[src/rtl/bank_pkg.sv]
// rtl/bank_pkg.sv - shared bank-mapping encodings and helpers
package bank_pkg;

    localparam int MAP_LINEAR = 0;
    localparam int MAP_XOR    = 1;

    function automatic int bank_bits(input int banks);
        return $clog2(banks);
    endfunction

endpackage

[src/rtl/bank_map.sv]
// rtl/bank_map.sv - one-lane address to bank/row mapper (linear or XOR swizzle)
module bank_map
    import bank_pkg::*;
#(
    parameter  int ADDR_WIDTH = 32,
    parameter  int BANKS      = 8,
    parameter  int MODE       = MAP_XOR,
    localparam int BANK_BITS  = bank_bits(BANKS),
    localparam int ROW_W      = ADDR_WIDTH - BANK_BITS
) (
    input  logic [ADDR_WIDTH-1:0] addr,
    output logic [BANK_BITS-1:0]  bank,
    output logic [ROW_W-1:0]      row
);

    assign row = addr[ADDR_WIDTH-1:BANK_BITS];

    generate
        if (MODE == MAP_XOR) begin : g_xor
            // Folding the low row bits into the bank spreads power-of-two strides
            assign bank = addr[BANK_BITS-1:0] ^ addr[2*BANK_BITS-1:BANK_BITS];
        end else begin : g_linear
            assign bank = addr[BANK_BITS-1:0];
        end
    endgenerate

endmodule

[src/rtl/bank_conflict_sched.sv]
// rtl/bank_conflict_sched.sv - splits a lane request vector into conflict-free bank beats
module bank_conflict_sched
    import bank_pkg::*;
#(
    parameter  int ADDR_WIDTH = 32,
    parameter  int BANKS      = 8,
    parameter  int LANES      = 4,
    parameter  int MODE       = MAP_XOR,
    localparam int BANK_BITS  = bank_bits(BANKS),
    localparam int ROW_W      = ADDR_WIDTH - BANK_BITS
) (
    input  logic                        clk,
    input  logic                        rst,
    input  logic                        in_valid,
    output logic                        in_ready,
    input  logic [LANES*ADDR_WIDTH-1:0] in_addr,
    input  logic [LANES-1:0]            in_mask,
    output logic                        out_valid,
    input  logic                        out_ready,
    output logic [LANES-1:0]            out_lane_mask,
    output logic [LANES*BANK_BITS-1:0]  out_bank,
    output logic [LANES*ROW_W-1:0]      out_row,
    output logic                        out_last,
    output logic [15:0]                 replay_cnt
);

    localparam logic [0:0] IDLE  = 1'b0;
    localparam logic [0:0] ISSUE = 1'b1;

    logic [0:0]                      state;
    logic [LANES-1:0]                pend;
    logic                            first;
    logic [15:0]                     replay;
    logic [LANES-1:0][BANK_BITS-1:0] bank_r;
    logic [LANES-1:0][ROW_W-1:0]     row_r;
    logic [LANES-1:0][BANK_BITS-1:0] map_bank;
    logic [LANES-1:0][ROW_W-1:0]     map_row;
    logic [LANES-1:0]                served;
    logic                            beat_take;
    logic                            accept;

    genvar g;
    generate
        for (g = 0; g < LANES; g++) begin : g_lane
            bank_map #(
                .ADDR_WIDTH (ADDR_WIDTH),
                .BANKS      (BANKS),
                .MODE       (MODE)
            ) u_map (
                .addr (in_addr[g*ADDR_WIDTH +: ADDR_WIDTH]),
                .bank (map_bank[g]),
                .row  (map_row[g])
            );
        end
    endgenerate

    // The lowest pending lane of each bank picks that bank's row for this beat
    always_comb begin
        logic             lead_found;
        logic [ROW_W-1:0] lead_row;
        served     = '0;
        lead_found = 1'b0;
        lead_row   = '0;
        for (int i = 0; i < LANES; i++) begin
            lead_found = 1'b0;
            lead_row   = '0;
            for (int j = 0; j < LANES; j++) begin
                if (!lead_found && pend[j] && (bank_r[j] == bank_r[i])) begin
                    lead_found = 1'b1;
                    lead_row   = row_r[j];
                end
            end
            served[i] = pend[i] && lead_found && (row_r[i] == lead_row);
        end
    end

    assign out_valid     = (state == ISSUE);
    assign out_lane_mask = out_valid ? served : '0;
    assign out_last      = out_valid && ((pend & ~served) == '0);
    assign out_bank      = bank_r;
    assign out_row       = row_r;
    assign replay_cnt    = replay;

    assign beat_take = out_valid && out_ready;
    assign in_ready  = (state == IDLE) || (beat_take && out_last);
    assign accept    = in_valid && in_ready;

    always_ff @(posedge clk) begin
        if (rst) begin
            state  <= IDLE;
            pend   <= '0;
            first  <= 1'b0;
            replay <= '0;
            bank_r <= '0;
            row_r  <= '0;
        end else begin
            if (beat_take) begin
                pend  <= pend & ~served;
                first <= 1'b0;
                if (!first && (replay != 16'hFFFF)) begin
                    replay <= replay + 16'd1;
                end
                if (out_last) begin
                    state <= IDLE;
                end
            end
            // An accept overrides the retiring beat so back-to-back vectors have no bubble
            if (accept) begin
                bank_r <= map_bank;
                row_r  <= map_row;
                pend   <= in_mask;
                first  <= 1'b1;
                state  <= (in_mask != '0) ? ISSUE : IDLE;
            end
        end
    end

endmodule

[config.mk]
export PLATFORM = sky130hd
export DESIGN_NAME = bank_conflict_sched
export DESIGN_NICKNAME = d
export VERILOG_FILES = /design/src/rtl/bank_pkg.sv /design/src/rtl/bank_map.sv /design/src/rtl/bank_conflict_sched.sv
export SDC_FILE = /design/constraint.sdc
export NUM_CORES = 1
export LEC_CHECK = 0
export ABC_AREA = 1
export BUFFER_PORTS_ARGS = -buffer_cell sky130_fd_sc_hd__clkbuf_2
export CAP_MARGIN = 10
export CORE_MARGIN = 2
export CORE_UTILIZATION = 30
export CTS_BUF_LIST = sky130_fd_sc_hd__clkbuf_4 sky130_fd_sc_hd__clkbuf_8
export CTS_CLUSTER_SIZE = 10
export DETAILED_ROUTE_END_ITERATION = 16
export SLEW_MARGIN = 5
export SYNTH_ARGS = -nofsm -noshare
export SYNTH_HDL_FRONTEND = slang
export SYNTH_HIERARCHICAL = 1
export SYNTH_SLANG_ARGS = --single-unit
[constraint.sdc]
create_clock -name clk -period 4.1 [get_ports clk]
set_input_delay 0.205 -clock clk [delete_from_list [all_inputs] [get_ports clk]]
set_output_delay 0.205 -clock clk [all_outputs]
set_load 0.02 [all_outputs]
# Word level (Yosys, flattened, before mapping)
# Cells that the tools add are included.
[word_totals] regBits=150 out_inout_bits=151 word_cells=135
[classes] n_addsub=1 n_eq_ne=17 mux=41 n_bitwise=7 reduce_logical=57
[op_table] op="29-bit 2-to-1 mux" count=16
[op_table] op="29-bit == test" count=4
[op_table] op="1-bit logical AND" count=37
[op_table] op="3-bit == test" count=12
[op_table] op="1-bit 2-to-1 mux" count=22
[op_table] op="16-bit by 1-bit adder with 16-bit output, second input constant" count=1
[op_table] op="16-bit != test, second input constant" count=1
[op_table] op="1-bit zero test" count=13
[op_table] op="4-bit 2-to-1 mux" count=3
[op_table] op="3-bit XOR" count=4
[op_table] op="4-bit AND" count=1
[op_table] op="4-bit zero test" count=1
[op_table] op="4-bit inverter" count=1
[op_table] op="2-bit AND reduction" count=2
[op_table] op="2-bit nonzero test" count=2
[op_table] op="4-bit nonzero test" count=1
[op_table] op="1-bit logical OR" count=1
[op_table] op="1-bit inverter" count=1

# Logic depth before layout (Yosys ltp)
[depth] ltp_word=25 depth_mapped=28 ltp_nobuf=26

# By module
# The synthesis kept the hierarchy.
[by_module_without_submodules] mod="bank_conflict_sched" instances=1 cells_per_inst=1867 area_each_um2=10472.5
[by_module_without_submodules] mod="bank_map" instances=4 cells_per_inst=44 area_each_um2=274.0

# Worst setup path before layout
# No wires, ideal clock.
[synth_path] path_type="register to register" startpoint="reg bank_r, in the netlist out_bank[8]" endpoint="reg bank_r, in the netlist out_bank[0]" setup_time_ps=116 t_arrival_ps=2963 required_time_ps=3984 setup_slack_ps=1021 path_stages_with_launch=24 n_path_buf=4 period_less_slack_ps=3079 path_cell_list="dfxtp_1 xnor2_1 nand3_1 nor2_1 and3_1 buf_4 buf_4 nand2_1 nand2_1 nand2_1 nand2_1 nand2_1 nor2_1 nand2_1 nor2_1 nand2_1 nand2_1 nand4_1 nand2_2 nand2_2 buf_2 clkbuf_1 o21ai_0 nor2_1"
[synth_via] elab_chain_len=23 elab_cells_between_ends=65
[synth_lines] element="start: declaration" line="bank_conflict_sched.sv:34" rtl="logic [LANES-1:0][BANK_BITS-1:0] bank_r;"
[synth_lines] element="start signal: assignment" line="bank_conflict_sched.sv:109" rtl="bank_r <= map_bank;"
[synth_lines] element="3-bit == test" line="bank_conflict_sched.sv:68" rtl="if (!lead_found && pend[j] && (bank_r[j] == bank_r[i])) begin"
[synth_lines] element="1-bit logical AND" line="bank_conflict_sched.sv:68"
[synth_lines] element="1-bit 2-to-1 mux" line="bank_conflict_sched.sv:68"
[synth_lines] element="1-bit zero test" line="bank_conflict_sched.sv:68"
[synth_lines] element="1-bit logical AND (2 in a row)" line="bank_conflict_sched.sv:68"
[synth_lines] element="1-bit 2-to-1 mux" line="bank_conflict_sched.sv:68"
[synth_lines] element="1-bit zero test" line="bank_conflict_sched.sv:68"
[synth_lines] element="1-bit logical AND" line="bank_conflict_sched.sv:68"
[synth_lines] element="(+7 left out)"
[synth_lines] element="4-bit inverter *" line="bank_conflict_sched.sv:79" rtl="assign out_last = out_valid && ((pend & ~served) == '0);"
[synth_lines] element="4-bit AND *" line="bank_conflict_sched.sv:79"
[synth_lines] element="4-bit zero test *" line="bank_conflict_sched.sv:79"
[synth_lines] element="1-bit logical AND *" line="bank_conflict_sched.sv:79"
[synth_lines] element="1-bit logical AND *" line="bank_conflict_sched.sv:85" rtl="assign in_ready = (state == IDLE) || (beat_take && out_last);"
[synth_lines] element="1-bit logical OR *" line="bank_conflict_sched.sv:85"
[synth_lines] element="net in_ready" line="bank_conflict_sched.sv:15" rtl="output logic in_ready,"
[synth_lines] element="1-bit logical AND *" line="bank_conflict_sched.sv:86" rtl="assign accept = in_valid && in_ready;"
# Mark *: on every way through the listed nets, which the timed path passes. The rest lies on a longest branch.
# A chain may end at the register's enable or synchronous reset.

# Final worst setup path
[layout_path] startpoint="reg bank_r, in the netlist out_bank[10]" endpoint="out out_last"
[layout_via] elab_chain_len=20 elab_cells_between_ends=48
[layout_lines] element="3-bit == test" line="bank_conflict_sched.sv:68"
[layout_lines] element="1-bit logical AND" line="bank_conflict_sched.sv:68"
[layout_lines] element="1-bit 2-to-1 mux" line="bank_conflict_sched.sv:68"
[layout_lines] element="1-bit zero test" line="bank_conflict_sched.sv:68"
[layout_lines] element="1-bit logical AND (2 in a row)" line="bank_conflict_sched.sv:68"
[layout_lines] element="1-bit 2-to-1 mux" line="bank_conflict_sched.sv:68"
[layout_lines] element="1-bit zero test" line="bank_conflict_sched.sv:68"
[layout_lines] element="1-bit logical AND (2 in a row)" line="bank_conflict_sched.sv:68"
[layout_lines] element="(+2 left out)"
[layout_lines] element="1-bit logical AND" line="bank_conflict_sched.sv:68"
[layout_lines] element="29-bit 2-to-1 mux or 1-bit 2-to-1 mux (tied branches)" line="bank_conflict_sched.sv:68"
[layout_lines] element="29-bit == test or 1-bit logical AND (tied branches)" line="bank_conflict_sched.sv:73" rtl="served[i] = pend[i] && lead_found && (row_r[i] == lead_row);"
[layout_lines] element="1-bit logical AND" line="bank_conflict_sched.sv:73"
[layout_lines] element="4-bit inverter *" line="bank_conflict_sched.sv:79"
[layout_lines] element="4-bit AND *" line="bank_conflict_sched.sv:79"
[layout_lines] element="4-bit zero test *" line="bank_conflict_sched.sv:79"
[layout_lines] element="1-bit logical AND *" line="bank_conflict_sched.sv:79"
[layout_lines] element="end: declaration" line="bank_conflict_sched.sv:23" rtl="output logic out_last,"
# Mark *: on every way between the ends. The rest lies on a longest branch, timed or not.

==> impl_metrics.py <==
metrics = {
    "timing": {
        "finalClockSkew_ns": 0.0134,
        "max_slew.worst_pin.slew_ns": 0.814,
        "finalSetupViolations": 0,
        "finalCriticalPeriod_ns": 3.88,
        "slew_headroom_pct": 45.8,
        "finalSetupTns_ns": 0,
        "drv_slew": 0,
        "grt_setup_unrepaired": "no",
        "hold_viol": 0,
        "max_freq_ghz": 0.258,
        "timing.final.crit_share_pct": 94.6,
    },
    "synthesis": {
        "ys_seq_area_share_pct": 26.0,
        "syn-num-nets": 2180,
        "yosys.area.top_type_share_pct": 26.0,
        "synth_top_cell_by_area": "dfxtp_1",
        "yosysWarnings": 6,
        "syn_inst": 2043,
        "syn_area_um2": 11600,
        "syn_avg_cell_area_um2": 5.66,
        "synthDistinctLibCells": 35,
        "synth_area_leaders": "dfxtp_1, nand2_1, nor2_1",
        "synth-seq-cells": 150,
    },
    "global_route": {
        "grt_max_degree": 84,
        "grt_pass1_vias": 13000,
        "grt_use_total_pct": 24.1,
        "antenna_found_initial": 0,
        "grt_pass1_wl_um": 74900,
        "overflow": 0,
    },
    "flow_run": {
        "max-cap-violations": 0,
    },
    "placed_design": {
        "gp_congestion": 1.01,
        "dp_hpwl_um": 37400,
        "numPlacedInstances": 2664,
        "io_buffers": 286,
    },
    "cells_and_area": {
        "mostFrequentLayoutCell": "nand2_1",
        "final_cell_mix": "nand2_1, nor2_1, clkbuf_2",
        "fillers": 4222,
        "syn2layout_area_growth_pct": 24.8,
        "stdcell_count": 2817,
        "num_antenna_cells": 0,
        "layout.nets": 2431,
        "drive_gt1_share_pct": 17.0,
    },
    "die": {
        "die_y_um": 200,
        "die-width_um": 200,
        "io_pins": 287,
        "core-area_um2": 37800,
        "initial_core_util_pct": 30.6,
        "rows": 71,
        "die_area_um2": 40100,
    },
    "critical_path": {
        "critPathCaptureType": "output port",
        "crit_top_cell": "nand2_1",
        "slowest_delay_ns": 0.36,
        "cp_data_required_time_ns": 3.89,
        "crit_buf_inv": 3,
        "cp_max_fo": 30,
        "crit_path_top_delay_cell": "dfxtp_2",
        "path_class": "reg -> out",
        "worst-endpoint-arrival_ns": 3.67,
        "crit_chain": "xnor2_1, nand3_1, nor2_1, nand2_1, buf_8, o21ai_0, nand2_1, nand2_1, nand2_1, nand2_1, nand2_1, nor2_1, nand2_1, nor2_1, nand2_1, nand3_1, inv_1, nor4_2, clkbuf_2",
        "startpoint_type": "flop",
        "cpLargestDelayFamily": "simple AND/OR/NAND/NOR gates",
    },
    "routing": {
        "routedWlPerCell_um": 17.6,
        "ant_nets": 0,
        "via_count": 13900,
        "routed_wl_um": 49700,
        "viasPerCell": 4.95,
        "dr.pass1.iters": 5,
        "drt_iter0_markers": 1220,
        "route.detailed.drc": 0,
    },
    "clock_network": {
        "clock_sinks": 150,
        "cts_tree": "built",
        "path_clk_slew_ns": 0.08,
        "root_buffer": "clkbuf_8",
        "clockBufferDepth": 2,
        "clkLatencyLatePin_ns": 0.49,
        "cts_buffers": 17,
        "htree_num_levels": 4,
    },
    "pwr": {
        "p_total_mw": 4.66,
        "p_leak_nw": 7.18,
        "p_per_area_nw_per_um2": 322,
        "vdd_drop_max_uv": 227,
    },
    "run_status": {
        "outcome": "finished clean",
    },
    "hold_path": {
        "hold_class": "in -> reg",
    },
}
[stage by stage]
stage / instance area (µm²) / setup slack, ns / hold slack [ns] / utilization [%]
detailed placement: 12800 / 0.241 / 0.460 / 33.7
global placement: 12800 / 0.235 / 0.454 / 33.7
CTS: 14300 / 0.00182 / 0.0267 / 37.9
finish: 14400 / 0.222 / 0.0878 / 38.2
floorplan: 11600 / 1.02 / 0.274 / -
global route: 14400 / 0.0176 / 0.0756 / 38.2
[synthesized netlist by cell type (all sizes together)]
master,n
and3,1
buf,173
a211oi,1
nand4,78
dfxtp,150
clkinv,3
inv,201
nor3,8
ha,1
nand3b,4
nand2,580
nor3b,1
o41ai,1
xor2,2
clkbuf,44
a21oi,18
o211ai,1
o21a,2
o21bai,1
nor2,348
o21ai,168
xnor2,10
nor4,5
nand3,241
a31oi,1
[power by group]
| part | switching [mW] | total, mW | internal [mW] |
|---|---|---|---|
| logic | 1.11 | 1.71 | 0.605 |
| registers | 0.224 | 1.80 | 1.58 |
| clock network | 0.594 | 1.14 | 0.550 |
| total | 1.92 | 4.66 | 2.73 |
[state kept, by name, summed over array words and instances (netlist names)]
register / cells
out_row: 116
out_bank: 12
out_valid: 1
replay_cnt: 16
first: 1
pend: 4
[layout make-up]
type                       count  area (µm²)  share of cell area [%]
sequential                   150        3020                    20.9
clock inverter                12         130                   0.901
clock buffer                  19         249                    1.72
tap                          511         639                    4.43
inverter                     204         769                    5.33
multi-input combinational   1472        6490                    44.9
timing repair buffer         449        3150                    21.8
[cells by family after synthesis]
family          after synthesis  synth area share (%)
xor+xnor                     12                 0.973
simple gates               1266                  46.1
fa+ha+maj                     1                 0.108
buf+inv                     421                  18.4
flops                       150                  26.0
compound gates              193                  8.50
[worst paths after layout]
| path | from | end | slack (ns) | depth (start not counted) |
|---|---|---|---|---|
| worst max-delay path | out_bank[10]$_SDFFE_PP0P_ | out_last | 0.22 | 19 |
| worst min-delay path | in_addr[65] | out_bank[7]$_SDFFE_PP0P_ | 0.09 | 5 |
| worst max register to register | out_bank[10]$_SDFFE_PP0P_ | pend[0]$_SDFFE_PP0P_ | 0.28 | 21 |
| worst min register to register | first$_SDFFE_PP0P_ | first$_SDFFE_PP0P_ | 0.48 | 2 |
[metal layers]
| layer | part of all wire (%) | GRT usage [%] | vias to the layer above |
|---|---|---|---|
| met3 | 6.9 | 4.23 | 94 |
| met4 | 4.4 | 11.3 | 0 |
| met2 | 48 | 40.8 | 583 |
| li1 | - | - | 6884 |
| met1 | 41 | 29.6 | 6378 |
| met5 | 0 | 0 | - |
[worst min-delay path: stages]
cell      delay [ns]
clkbuf_2        0.09
nand2_1         0.05
nand2_1         0.05
o21ai_0         0.08
nor2_1          0.08
[timing repair]
| item | 4_1_cts | 5_1_grt |
|---|---|---|
| hold buffers | 119 | 0 |
| resized for setup | 2 | 27 |
| setup buffers | 2 | 0 |
| pin swaps | 1 | 0 |
| endpoints found under the hold margin | 119 | 0 |
| gates cloned | 0 | 1 |
| setup endpoints to repair | 2 | 4 |
No activity file was read; power rests on OpenSTA's default activity.
